<file path="src/rtl/md_pkg.sv">
// Shared definitions for the multiply/divide issue path: FSM encoding,
// default timeout, and the RV32M opcode fields also used by the decoder.
package md_pkg;

    typedef enum logic [1:0] {
        S_IDLE  = 2'd0,
        S_START = 2'd1,
        S_WAIT  = 2'd2,
        S_DONE  = 2'd3
    } md_state_e;

    localparam int TIMEOUT_DEF = 64;
    localparam int CNT_W_DEF   = 7;

    // RV32M lives in the OP major opcode with funct7 = 0000001.
    localparam logic [6:0] OPC_OP      = 7'b0110011;
    localparam logic [6:0] F7_MULDIV   = 7'b0000001;
    localparam logic [2:0] F3_MUL      = 3'b000;
    localparam logic [2:0] F3_MULH     = 3'b001;
    localparam logic [2:0] F3_MULHSU   = 3'b010;
    localparam logic [2:0] F3_MULHU    = 3'b011;
    localparam logic [2:0] F3_DIV      = 3'b100;
    localparam logic [2:0] F3_DIVU     = 3'b101;
    localparam logic [2:0] F3_REM      = 3'b110;
    localparam logic [2:0] F3_REMU     = 3'b111;

    function automatic logic is_muldiv(input logic [6:0] opc,
                                       input logic [6:0] f7);
        return (opc == OPC_OP) && (f7 == F7_MULDIV);
    endfunction

    // funct3[2] separates the divide/remainder group from multiplies.
    function automatic logic is_div_op(input logic [2:0] f3);
        return f3[2];
    endfunction

endpackage

</file>
<file path="src/rtl/md_wait_counter.sv">
// Wait-cycle counter for the mult/div handshake.
// Ports: i_clock, i_reset (async high), i_clr (sync clear), i_en (count),
//        o_terminal (count has reached TIMEOUT-1).
module md_wait_counter #(
    parameter int CNT_W   = 7,
    parameter int TIMEOUT = 64
) (
    input  logic i_clock,
    input  logic i_reset,
    input  logic i_clr,
    input  logic i_en,
    output logic o_terminal
);

    localparam logic [CNT_W-1:0] LAST = CNT_W'(TIMEOUT - 1);

    logic [CNT_W-1:0] r_cnt;

    always_ff @(posedge i_clock or posedge i_reset) begin
        if (i_reset) begin
            r_cnt <= '0;
        end else if (i_clr) begin
            r_cnt <= '0;
        end else if (i_en) begin
            r_cnt <= r_cnt + 1'b1;
        end
    end

    assign o_terminal = (r_cnt == LAST);

endmodule

</file>
<file path="src/rtl/multdiv_issue_ctrl.sv">
// Execute-stage initiator for the iterative multiplier/divider: latches
// operands, pulses ctrl_MULT/ctrl_DIV, stalls until the unit answers (or a
// timeout), then strobes the captured result for writeback.
// Ports: clock/reset; issue_* from decode; flush squashes the op;
//        ctrl_*/md_operand* to units; md_* results back; stall to pipeline;
//        wb_* writeback strobe, destination, data and exception.
module multdiv_issue_ctrl
    import md_pkg::*;
#(
    parameter int TIMEOUT = TIMEOUT_DEF,
    parameter int CNT_W   = CNT_W_DEF
) (
    input  logic        clock,
    input  logic        reset,
    input  logic        issue_valid,
    input  logic        issue_is_div,
    input  logic [31:0] issue_opA,
    input  logic [31:0] issue_opB,
    input  logic [4:0]  issue_rd,
    input  logic        flush,
    output logic        ctrl_MULT,
    output logic        ctrl_DIV,
    output logic [31:0] md_operandA,
    output logic [31:0] md_operandB,
    input  logic [31:0] md_result,
    input  logic        md_exception,
    input  logic        md_resultRDY,
    output logic        stall,
    output logic        wb_valid,
    output logic [4:0]  wb_rd,
    output logic [31:0] wb_data,
    output logic        wb_exception
);

    md_state_e   r_state;
    logic [4:0]  r_rd;
    logic [31:0] r_opA;
    logic [31:0] r_opB;
    logic        r_ctrl_mult;
    logic        r_ctrl_div;
    logic [4:0]  r_wb_rd;
    logic [31:0] r_wb_data;
    logic        r_wb_exc;

    logic w_accept;
    logic w_cnt_clr;
    logic w_cnt_en;
    logic w_term;

    assign w_accept  = (r_state == S_IDLE) & issue_valid & ~flush;
    assign w_cnt_clr = (r_state == S_START);
    assign w_cnt_en  = (r_state == S_WAIT);

    md_wait_counter #(
        .CNT_W   (CNT_W),
        .TIMEOUT (TIMEOUT)
    ) u_wait_cnt (
        .i_clock    (clock),
        .i_reset    (reset),
        .i_clr      (w_cnt_clr),
        .i_en       (w_cnt_en),
        .o_terminal (w_term)
    );

    always_ff @(posedge clock or posedge reset) begin
        if (reset) begin
            r_state     <= S_IDLE;
            r_rd        <= '0;
            r_opA       <= '0;
            r_opB       <= '0;
            r_ctrl_mult <= 1'b0;
            r_ctrl_div  <= 1'b0;
            r_wb_rd     <= '0;
            r_wb_data   <= '0;
            r_wb_exc    <= 1'b0;
        end else begin
            r_ctrl_mult <= 1'b0;
            r_ctrl_div  <= 1'b0;
            unique case (r_state)
                S_IDLE: begin
                    if (w_accept) begin
                        r_opA       <= issue_opA;
                        r_opB       <= issue_opB;
                        r_rd        <= issue_rd;
                        r_ctrl_div  <= issue_is_div;
                        r_ctrl_mult <= ~issue_is_div;
                        r_state     <= S_START;
                    end
                end
                // RDY is not looked at here: it may still be left over
                // from the previous operation.
                S_START: begin
                    r_state <= flush ? S_IDLE : S_WAIT;
                end
                // RDY has priority over the timeout so real data wins.
                S_WAIT: begin
                    if (flush) begin
                        r_state <= S_IDLE;
                    end else if (md_resultRDY) begin
                        r_wb_data <= md_result;
                        r_wb_exc  <= md_exception;
                        r_wb_rd   <= r_rd;
                        r_state   <= S_DONE;
                    end else if (w_term) begin
                        r_wb_data <= '0;
                        r_wb_exc  <= 1'b1;
                        r_wb_rd   <= r_rd;
                        r_state   <= S_DONE;
                    end
                end
                // The held instruction is still visible here; it must
                // not be accepted again.
                S_DONE: begin
                    r_state <= S_IDLE;
                end
                default: begin
                    r_state <= S_IDLE;
                end
            endcase
        end
    end

    assign ctrl_MULT    = r_ctrl_mult;
    assign ctrl_DIV     = r_ctrl_div;
    assign md_operandA  = r_opA;
    assign md_operandB  = r_opB;
    assign wb_rd        = r_wb_rd;
    assign wb_data      = r_wb_data;
    assign wb_exception = r_wb_exc;

    assign stall = ~reset &
                   (w_accept | (r_state == S_START) | (r_state == S_WAIT));

    assign wb_valid = (r_state == S_DONE) & ~flush;

endmodule

</file>
<file path="config.mk">
export PLATFORM = sky130hd
export DESIGN_NAME = multdiv_issue_ctrl
export DESIGN_NICKNAME = d
export VERILOG_FILES = /design/src/rtl/md_pkg.sv /design/src/rtl/md_wait_counter.sv /design/src/rtl/multdiv_issue_ctrl.sv
export SDC_FILE = /design/constraint.sdc
export NUM_CORES = 1
export LEC_CHECK = 0
export ABC_AREA = 1
export BUFFER_PORTS_ARGS = -buffer_cell sky130_fd_sc_hd__buf_2
export CAP_MARGIN = 20
export CELL_PAD_IN_SITES_DETAIL_PLACEMENT = 1
export CELL_PAD_IN_SITES_GLOBAL_PLACEMENT = 2
export CORE_ASPECT_RATIO = 1.4
export CORE_UTILIZATION = 30
export DETAILED_ROUTE_END_ITERATION = 6
export GPL_TIMING_DRIVEN = 0
export MAX_ROUTING_LAYER = met4
export PLACE_DENSITY = 0.84
export SLEW_MARGIN = 20
export SYNTH_ARGS = -nofsm -noshare
export SYNTH_HDL_FRONTEND = slang
export SYNTH_SLANG_ARGS = --single-unit
</file>
<file path="constraint.sdc">
create_clock -name clock -period 3.8 [get_ports clock]
set_input_delay 0.19 -clock clock [delete_from_list [all_inputs] [get_ports clock]]
set_output_delay 0.19 -clock clock [all_outputs]
set_load 0.01 [all_outputs]
</file>
==> flow_summary.toml <==
[sta]
holdWs_ns = 0.0153
min_period_ns = 2.08
rsz0062_at_grt = "no"
relSlewSlack_pct = 61.5
fmax_mhz = 481
finalCritPeriodShare_pct = 54.7
setup_viol = 0
fin_skew_ns = 0.00813
final_hold_viol_count = 0
worst_pin_slew_ns = 0.577
finalMaxSlewViolations = 0
worst_slack_ns = 1.72

[clock_tree]
clkLatencyLatePin_ns = 0.41
path_clk_slew_ns = 0.06
cts_tree = "done"
clockBufferDepth = 2
cts_root_buf = "clkbuf_16"
cts_buffers = 17
cts_sinks = 118
cts.repair_timing.setup_buffer_count = 0
cts_max_level = 4

[critical_path]
critical_path.cell_chain = "inv_1 -> ha_1 -> nand3b_1 -> buf_4 -> buf_6 -> a21oi_1 -> buf_2"
cp.arrival_ns = 1.89
critPathKind = "register to output pin"
ff2ff_path_depth = 8
timing.rr.end = "wb_data[6]"
worstPathRequired_ns = 3.61
path_buf_inv = 4
r2r_slack_ns = 1.95
path_delay_family = "buffers and inverters"
cp_max_fo = 10
slowest_stage = "dfrtp_1"
start_kind = "register"
crit_path_end_kind = "output pin"
reg2reg_from = "r_state[0]"
slowest_delay_ns = 0.41

[grt]
grt_max_degree = 61
overflow = 0
grt_use_met1_pct = 19.8
grt_pass1_wl_um = 24000
top_usage_layer = "met2"
grt_pass1_vias = 4445
use_met3_pct = 4.86
use_met2_pct = 33.4
antenna_found_initial = 0
track_usage_pct = 18.6

[drt]
drt_iter0_markers = 135
route.detailed.wl_per_inst_um = 16.8
via_per_inst = 4.48
wl_um = 14800
first_pass_iters = 6
routed-via-count = 3939
post-route-drc-count = 40
antenna_left = 0

[power]
power.total_mw = 6.13
powerDensity_nw_per_um2 = 827
power.leakage_nw = 4.05
vdd_drop_max_v = 0.000227

[floorplan]
start_util_pct = 30.8
row_count = 55
dieArea_um2 = 17200
fp.dieW_um = 111
dieHeight_um = 155
fp.coreArea_um2 = 16200
ios = 214

[final_layout]
syn_to_final_growth_pct = 48.4
final_nets = 780
drive_gt1_share_pct = 51.0
fillCellCount = 1799
regArea_um2 = 2950
diodes = 0
multi_input_area_um2 = 1840

[placed_design]
dp_hpwl_um = 10500
post-place-ws_ns = 1.96
port_buffers = 212
globalplace.congestion = 0.750

[synthesis]
synth.avg_cell_area_um2 = 12.8
syn_area_um2 = 4990
synthArstFlopShare_pct = 100
synth_flop_cell = "dfrtp_1"
synth.most_common_cell = "dfrtp_1"
yosys.area.top_type = "dfrtp_1"
synth_edf_count = 0
synth_top_area_share_pct = 59.1
synth_fp_nets = 503
syn_inst = 390
netlist_top_cells_area = "dfrtp_1 (59%), mux2_4 (20%), nand2_1 (6.2%)"
ys_types = 24
synth-seq-cells = 118
synth_commonest_cells = "dfrtp_1 (118), nand2_1 (83), mux2_4 (66), nand3_1 (41), nor2_1 (13)"
synth-warning-count = 0
seq_area_frac_synth_pct = 59.1

[hold_path]
holdCritPathClass = "input port to register"
worstHoldPathCells = 3
whs_endpoint = "wb_data[2]"
hold_start = "md_result[2]"

[status]
violations = "design-rule violations"
status = "complete, but fails checks"

[run]
maxCapViolCount = 0
per-layer routing:
layer  vias to the layer above  share of wire [%]
li1                       1845                  -
met1                      1934                 38
met2                       139                 54
met3                        21                6.4
met4                         0                1.7
met5                         -                  0
stage by stage:
| step | cell area, um2 | TNS [ns] | utilization [%] | cells |
|---|---|---|---|---|
| global placement | 6300 | -106.17 | 38.8 | 801 |
| finish | 7410 | 0 | 45.7 | 879 |
| CTS | 7410 | 0 | 45.7 | 879 |
| floorplan | 4990 | 0 | - | 390 |
| detailed placement | 6340 | 0 | 39.0 | 802 |
| global route | 7410 | 0 | 45.7 | 879 |
registers in the layout, indices dropped and copies added, names as in the netlist:
name              flops
md_operandB          32
r_rd                  5
md_operandA          32
u_wait_cnt.r_cnt      7
wb_rd                 5
wb_exception          1
wb_data              32
r_state               2
ctrl_DIV              1
ctrl_MULT             1
where the power goes:
part	internal, mW	switching [mW]	leakage [nW]	total (mW)
logic	1.17	1.05	2.30	2.22
clock network	1.10	0.607	0.301	1.71
registers	1.85	0.355	1.45	2.20
total	4.12	2.01	4.05	6.13
area by class of cell:
type | instances | area share [%]
Sequential cell | 118 | 39.8
Multi-Input combinational cell | 240 | 24.9
Timing Repair Buffer | 258 | 20.8
Clock buffer | 18 | 5.79
Tap cell | 199 | 3.36
Clock inverter | 14 | 2.67
Buffer | 20 | 2.08
Inverter | 12 | 0.675
tightest hold or removal path: cells and delay by family:
family,cells,cell delay (ns)
buffers and inverters,1,0.07
and+or+nand+nor,2,0.13
worst max path at each step:
stage	depth (start not counted)	to	slack [ns]	startpoint
after floorplan	1	ctrl_DIV	0.48	reset
after global placement	2	wb_data[31]	-0.91	reset
after detailed placement	8	wb_data[11]	1.96	r_state[0]
after CTS	7	stall	1.69	r_state[0]
after global routing	7	stall	1.60	r_state[0]
final	7	stall	1.72	r_state[0]
cells by family after synthesis:
logic type	synth area share (%)
simple gates	14.2
flops	59.1
mux	20.7
buf+inv	3.98
compound gates	0.751
fa+ha+maj	1.25
what timing repair did:
| action | CTS | global route |
|---|---|---|
| gates resized for setup | 0 | 0 |
| hold buffers | 45 | 0 |
| endpoints found under the hold margin | 104 | 0 |
cells in the final DEF (no fill, tap or decap), drive strengths merged:
cell type    instances
buf                229
dfrtp              118
nand2               96
mux2                69
dlygate4sd3         45
nand3               41
clkbuf              22
nor2                15
inv                 15
ha                   5
clkinv               5
bufinv               4
a21oi                3
o21ai                3
or2                  2
clkinvlp             2
nand3b               1
and3                 1
o21bai               1
nor3                 1
mux2i                1
nor3b                1
Note: power is estimated with default switching activity, not from simulation.
